--- config.mk ---
export PLATFORM = sky130hd
export DESIGN_NAME = ptp_perout_gen
export DESIGN_NICKNAME = d
export VERILOG_FILES = /design/src/rtl/ptp_perout_gen.sv
export SDC_FILE = /design/constraint.sdc
export NUM_CORES = 2
export LEC_CHECK = 0
export CELL_PAD_IN_SITES_DETAIL_PLACEMENT = 2
export CELL_PAD_IN_SITES_GLOBAL_PLACEMENT = 2
export CORE_MARGIN = 2
export CORE_UTILIZATION = 33
export CTS_CLUSTER_SIZE = 12
export DETAILED_ROUTE_END_ITERATION = 8
export GPL_ROUTABILITY_DRIVEN = 0
export HOLD_SLACK_MARGIN = 0.15
export PLACE_DENSITY = 0.88
export SLEW_MARGIN = 30
export SYNTH_ARGS = -nofsm -noshare
export SYNTH_HDL_FRONTEND = slang
export SYNTH_SLANG_ARGS = --single-unit
export TNS_END_PERCENT = 1
--- constraint.sdc ---
create_clock -name clk -period 6.9 [get_ports clk]
set_input_delay 1.035 -clock clk [delete_from_list [all_inputs] [get_ports clk]]
set_output_delay 1.035 -clock clk [all_outputs]
set_load 0.01 [all_outputs]
--- src/rtl/ptp_perout_gen.sv ---
// Periodic output aligned to absolute PTP time (start, period, width), for PPS and other rates.
// Latency: 2 clk from a qualifying ts_96 value at the input to the perout change.
// Backpressure: none; ts_96 is sampled every cycle and cfg_valid is a single-cycle strobe.
module ptp_perout_gen #(
    parameter int FNS_W        = 16,
    parameter bit OUT_POLARITY = 1'b1
) (
    input  logic        clk,
    input  logic        rst_n,
    input  logic [95:0] ts_96,
    input  logic        enable,
    input  logic        cfg_valid,
    input  logic [79:0] cfg_start,
    input  logic [79:0] cfg_period,
    input  logic [79:0] cfg_width,
    output logic        perout,
    output logic        locked,
    output logic        cfg_error
);

    localparam logic [32:0] NS_PER_SEC = 33'd1_000_000_000;

    typedef enum logic [1:0] {IDLE, ARMED, HIGH} state_t;

    state_t      state;
    logic [79:0] ts_now;
    logic [79:0] ts_prev;
    logic [79:0] start_q;
    logic [79:0] period_q;
    logic [79:0] width_q;
    logic [79:0] next_rise;
    logic [79:0] next_fall;
    logic [79:0] rise_next;
    logic [79:0] fall_next;
    logic        cfg_held;
    logic        pulse;
    logic        cfg_legal;
    logic        back_step;
    logic        unused_fns;

    // Time sum of two {sec, ns} values; seconds wrap modulo 2^48.
    function automatic logic [79:0] t_add(input logic [79:0] a, input logic [79:0] b);
        logic [32:0] ns_sum;
        logic [47:0] sec;
        ns_sum = {1'b0, a[31:0]} + {1'b0, b[31:0]};
        sec    = a[79:32] + b[79:32];
        if (ns_sum >= NS_PER_SEC) begin
            ns_sum = ns_sum - NS_PER_SEC;
            sec    = sec + 48'd1;
        end
        return {sec, ns_sum[31:0]};
    endfunction

    assign unused_fns = ^ts_96[FNS_W-1:0];
    assign rise_next  = t_add(next_rise, period_q);
    assign fall_next  = t_add(next_rise, width_q);
    assign cfg_legal  = (cfg_period != 80'd0) && (cfg_width != 80'd0) && (cfg_width < cfg_period);
    assign back_step  = ts_now < ts_prev;
    assign perout     = OUT_POLARITY ? pulse : ~pulse;

    always_ff @(posedge clk) begin
        if (!rst_n) begin
            state     <= IDLE;
            ts_now    <= '0;
            ts_prev   <= '0;
            start_q   <= '0;
            period_q  <= '0;
            width_q   <= '0;
            next_rise <= '0;
            next_fall <= '0;
            cfg_held  <= 1'b0;
            pulse     <= 1'b0;
            locked    <= 1'b0;
            cfg_error <= 1'b0;
        end else begin
            ts_now  <= ts_96[95 -: 80];
            ts_prev <= ts_now;
            if (cfg_valid) begin
                pulse  <= 1'b0;
                locked <= 1'b0;
                if (cfg_legal) begin
                    cfg_error <= 1'b0;
                    cfg_held  <= 1'b1;
                    start_q   <= cfg_start;
                    period_q  <= cfg_period;
                    width_q   <= cfg_width;
                    next_rise <= cfg_start;
                    state     <= enable ? ARMED : IDLE;
                end else begin
                    cfg_error <= 1'b1;
                    cfg_held  <= 1'b0;
                    start_q   <= '0;
                    period_q  <= '0;
                    width_q   <= '0;
                    next_rise <= '0;
                    next_fall <= '0;
                    state     <= IDLE;
                end
            end else if (!enable) begin
                state  <= IDLE;
                pulse  <= 1'b0;
                locked <= 1'b0;
            end else if (state != IDLE && back_step) begin
                // Time went backwards: rebuild the schedule from the start time.
                pulse     <= 1'b0;
                locked    <= 1'b0;
                next_rise <= start_q;
                state     <= ARMED;
            end else begin
                case (state)
                    IDLE: begin
                        pulse  <= 1'b0;
                        locked <= 1'b0;
                        if (cfg_held) begin
                            next_rise <= start_q;
                            state     <= ARMED;
                        end
                    end
                    ARMED: begin
                        pulse <= 1'b0;
                        if (ts_now >= rise_next) begin
                            // Whole period already missed: skip one period per cycle.
                            next_rise <= rise_next;
                            locked    <= 1'b0;
                        end else if (ts_now >= next_rise) begin
                            pulse     <= 1'b1;
                            next_fall <= fall_next;
                            next_rise <= rise_next;
                            locked    <= 1'b1;
                            state     <= HIGH;
                        end
                    end
                    HIGH: begin
                        if (ts_now >= next_fall) begin
                            pulse <= 1'b0;
                            state <= ARMED;
                        end
                    end
                    default: state <= IDLE;
                endcase
            end
        end
    end

endmodule

==> results of run 1 <==
-- kinds of logic after synthesis --
| logic type | after synthesis | synth area share (%) |
|---|---|---|
| AND/OR/NAND/NOR | 1790 | 21.4 |
| flip-flops | 566 | 26.0 |
| AO/OA/AOI/OAI | 1612 | 25.5 |
| buffers and inverters | 646 | 5.61 |
| XOR/XNOR | 235 | 4.72 |
| adder cells (fa/ha/maj) | 564 | 16.2 |
| multiplexers | 24 | 0.562 |
-- cells in the mapped netlist (11+ instances only) --
library cell and instances:
a2111oi_0 15, a211o_1 22, a211oi_1 61, a21boi_0 97, a21o_1 172, a21oi_1 315, a221o_1 11, a221oi_1 20
a22o_1 16, a22oi_1 163, a31oi_1 40, and2_1 195, and3_1 48, and4_1 16, buf_2 15, clkbuf_1 234
dfxtp_1 566, ha_1 560, inv_1 387, mux2i_1 20, nand2_1 482, nand2b_1 34, nand3_1 142, nand4_1 121
nand4b_1 13, nor2_1 242, nor2b_1 200, nor3_1 95, nor4_1 85, o2111ai_1 62, o211a_1 47, o211ai_1 80
o21a_1 42, o21ai_0 283, o21ai_1 12, o21bai_1 11, o221a_2 18, o31ai_1 21, or2_2 17, or3_1 32
or4_1 16, xnor2_1 143, xor2_1 92
-- repair_timing --
| action | in CTS |
|---|---|
| pin swaps | 76 |
| hold buffers | 0 |
| cloned | 5 |
| buffers inserted | 45 |
| resized for setup | 275 |
| hold endpoints to repair | 0 |
| setup endpoints to repair | 164 |
-- through the flow --
step	utilization [%]	std cells
after CTS	43.2	7992
after global placement	40.1	7815
after detailed placement	40.1	7815
after floorplan	-	5437
-- metal layers --
| layer | overflow | global-route usage (%) |
|---|---|---|
| met2 | 103 | 93.1 |
| met5 | 3 | 69.3 |
| met1 | 13 | 80.3 |
| met3 | 21 | 77.4 |
| met4 | 105 | 79.8 |
==> flow_summary.toml, run 1 <==
[run_status]
status = "did not finish"
haltStage = "5_1_grt"
error = "[ERROR GRT-0232] Routing congestion too high. Check the congestion heatmap in the GUI."

[floorplan]
start_util_pct = 33.2
io_pins = 343
std_cell_rows = 133
die_w_um = 368
die_y_um = 368

[place]
place_ws_ns = -0.976
port_buffers = 326
dp_hpwl_um = 192000
placedInstanceArea_um2 = 52600

[synth]
synth-edff-count = 0
synth_cell_types = 97
synthCells = 5437
async_reset_ff_share_pct = 0
netlist.area_leader.share_pct = 26.0
yosysWarnings = 0
ys_seq_elements = 566
synth_area_leader_cell = "dfxtp_1"
synth_flop_cell = "dfxtp_1"
ys_seq_area_share_pct = 26.0
synth_top_cells_by_area = "dfxtp_1 (26%), ha_1 (16%), nand2_1 (4.1%), a21oi_1 (3.6%), inv_1 (3.3%)"
syn_area_um2 = 43600
synth_area_per_cell_um2 = 8.03
syn-num-nets = 6341

[grt]
grt_max_degree = 229
gr-total-overflow = 245
grt_antenna_before_repair = 81
grtUsageTotal_pct = 82.9

[clock_tree]
htreeDepth = 3
clockBufferDepth = 3
clock_sinks = 566
cts_root_buf = "clkbuf_16"
cts-buffers-inserted = 71

[timing]
worstEndpointType = "register input"
grt-worst-endpoint = "next_rise[41]$_SDFFE_PN0P_/D"
==> inputs of run 2 (changes only) <==
==> config.mk (replaced) <==
export PLATFORM = sky130hd
export DESIGN_NAME = ptp_perout_gen
export DESIGN_NICKNAME = d
export VERILOG_FILES = /design/src/rtl/ptp_perout_gen.sv
export SDC_FILE = /design/constraint.sdc
export NUM_CORES = 2
export LEC_CHECK = 0
export CORE_MARGIN = 2
export CORE_UTILIZATION = 40
export DETAILED_ROUTE_END_ITERATION = 8
export GPL_ROUTABILITY_DRIVEN = 0
export PLACE_DENSITY_LB_ADDON = 0.15
export SLEW_MARGIN = 30
export SYNTH_ARGS = -nofsm -noshare
export SYNTH_HDL_FRONTEND = slang
export SYNTH_SLANG_ARGS = --single-unit
export TNS_END_PERCENT = 1
==> constraint.sdc (replaced) <==
create_clock -name clk -period 8.97 [get_ports clk]
set_input_delay 1.3455 -clock clk [delete_from_list [all_inputs] [get_ports clk]]
set_output_delay 1.3455 -clock clk [all_outputs]
set_load 0.01 [all_outputs]
==> run 2 against run 1 <==
Compared with the run above: the run now ends clean; area after synthesis did not move; synthesized cell count did not move.
==> flow_summary.toml, run 2 <==
[run_status]
status = "complete, no violations"

[clock_tree]
post_cts_buffers = 0
cts-resized-gates = 0
clkTransAtPathRegs_ns = 0.06
cts_root_buf = "clkbuf_16"
cts-buffers-inserted = 69
clk_latency_ns = 0.65
cts_hold_buf = 0
clock_sinks = 566
clockBufferDepth = 3
htreeDepth = 3
cts_tree = "yes"

[route]
final_antenna_net_count = 0
wl_um = 165000
firstDrtPassIters = 8
top_layer = "met5"
wl_met2_um = 63600
drtIter0Drc = 3970
wl_met3_um = 16700
wire_per_inst_um = 23.1
vias = 42100
m1WireLength_um = 81300
vias_per_cell = 5.91
drc = 0

[synth]
synth-edff-count = 0
yosysWarnings = 0
synth_area_per_cell_um2 = 8.03
ys_seq_area_share_pct = 26.0
syn_area_um2 = 43600
synth_cell_types = 97
ys_seq_elements = 566
synth_common_cells = "dfxtp_1 (566), ha_1 (560), nand2_1 (482), inv_1 (387), a21oi_1 (315)"
synth_area_leader_cell = "dfxtp_1"
netlist.area_leader.share_pct = 26.0
yosysMostFrequentCell = "dfxtp_1"
syn-num-nets = 6341
synth_flop_cell = "dfxtp_1"
synthCells = 5437
synth_top_cells_by_area = "dfxtp_1 (26%), ha_1 (16%), nand2_1 (4.1%), a21oi_1 (3.6%), inv_1 (3.3%)"
async_reset_ff_share_pct = 0

[pwr]
p_per_area_nw_per_um2 = 162
p_switching_uw = 2900
power.leakage_uw = 0.0210
sw_frac_of_total_pct = 35.2
p_int_uw = 5330
p_comb_share_pct = 29.1
p_clk_share_pct = 36.3
peakVddDrop_mv = 0.123
seqPwrFrac_pct = 34.5
p_total_uw = 8230

[timing]
drv_slew = 0
finalSetupViolations = 0
tns_ns = 0
hold_viol = 0
fin_crit_sh_pct = 94.2
skew_ns = 0.0229
slew_headroom_pct = 15.0
period_minus_slack_ns = 8.45
fmax_mhz = 118
grt_setup_unrepaired = "false"
tightest_slew_ns = 1.27

[worst_setup_path]
slowest_delay_ns = 0.65
crit_type = "reg2reg"
critPathLaunchType = "flip-flop"
cpMaxStageDelayCell = "nor2_2"
required_ns = 9.51
cp.arrival_ns = 8.99
path_max_fanout = 73
cp-end-kind = "flip-flop"

[grt]
grt_pass1_vias = 38200
grtUsageTotal_pct = 28.6
grt_antenna_before_repair = 5
gr-total-overflow = 0
grt_max_degree = 171
grt_pass1_wl_um = 243000

[floorplan]
core_area_um2 = 109000
start_util_pct = 40.2
std_cell_rows = 121
io_pins = 343
die_y_um = 334
die-area_um2 = 112000
die_w_um = 334

[place]
placedInstanceArea_um2 = 48500
dp_hpwl_um = 132000
port_buffers = 326

[cells_and_area]
syn_to_final_growth_pct = 16.6
seqCellArea_um2 = 11300
final_nets = 6557
nFillCells = 10700
drive_gt1_share_pct = 4.99
final_common_cell = "dfxtp_1"
final_cell_area_um2 = 50900
multi_input_area_um2 = 30000
most-common-layout-cells = "dfxtp_1 (566), ha_1 (560), nand2_1 (482), inv_1 (387), clkdlybuf4s50_1 (324)"

[min_path]
hold_path_class = "reg2reg"

[run]
drv_cap = 0
run 2: power by group through the flow:
stage / Combinational [uW] / Clock, uW / Sequential (uW)
floorplan: 1510 / 0 / 2780
global placement: 2300 / 0 / 2880
detailed placement: 2330 / 0 / 2880
CTS: 2350 / 3050 / 2830
global route: 2620 / 3140 / 2850
finish: 2400 / 2990 / 2840
run 2: worst paths after layout:
path	start	to	slack, ns	depth (start not counted)
max	next_rise[0]	next_rise[29]	0.52	31
min	next_fall[60]	next_fall[60]	0.45	2
max reg2reg	next_rise[0]	next_rise[29]	0.52	31
min reg2reg	next_fall[60]	next_fall[60]	0.45	2
run 2: cells by family (layout without fill, tap and decap cells):
kind of cell | after synthesis | after routing | share of synthesized area (%)
AO/OA/AOI/OAI | 1612 | 1612 | 25.5
other | 0 | 2 | 0
multiplexers | 24 | 24 | 0.562
flip-flops | 566 | 566 | 26.0
XOR/XNOR | 235 | 235 | 4.72
AND/OR/NAND/NOR | 1790 | 1790 | 21.4
adder cells (fa/ha/maj) | 564 | 564 | 16.2
buffers and inverters | 646 | 915 | 5.61
run 2: critical path: cells and delay by family (launching register included):
family	cells	cell delay, ns
xor gates and xnor gates	1	0.20
muxes	1	0.12
AOI/OAI and AO/OA	10	2.62
buffers and inverters	3	0.55
DFF	1	0.44
and+or+nand+nor	12	3.19
adders and majority gates	4	1.17
run 2: cell type report:
class                      instances  area share [%]
clock inverter                    29           0.738
multi-input combinational       4225            58.9
clock buffer                      95            3.96
inverter                         388            2.88
antenna                            2         0.00984
timing repair buffer             403            7.78
sequential                       566            22.3
tap                             1414            3.48
run 2: per-stage QoR:
stage	util, %	hold WS (ns)	setup slack, ns	std cells
floorplan	-	0.425	2.11	5437
global placement	44.6	0.435	0.604	6995
detailed placement	44.6	0.443	0.580	6995
CTS	46.8	0.455	0.549	7119
global route	46.9	0.474	0.00276	7121
finish	46.9	0.451	0.522	7122
run 2: per-layer routing:
layer,vias to the layer above,track usage (%)
li1,20400,-
met1,19900,45.2
met2,1693,39.3
met3,124,4.82
met4,2,6.25
met5,-,0
Power figures use the tool's default switching activity.
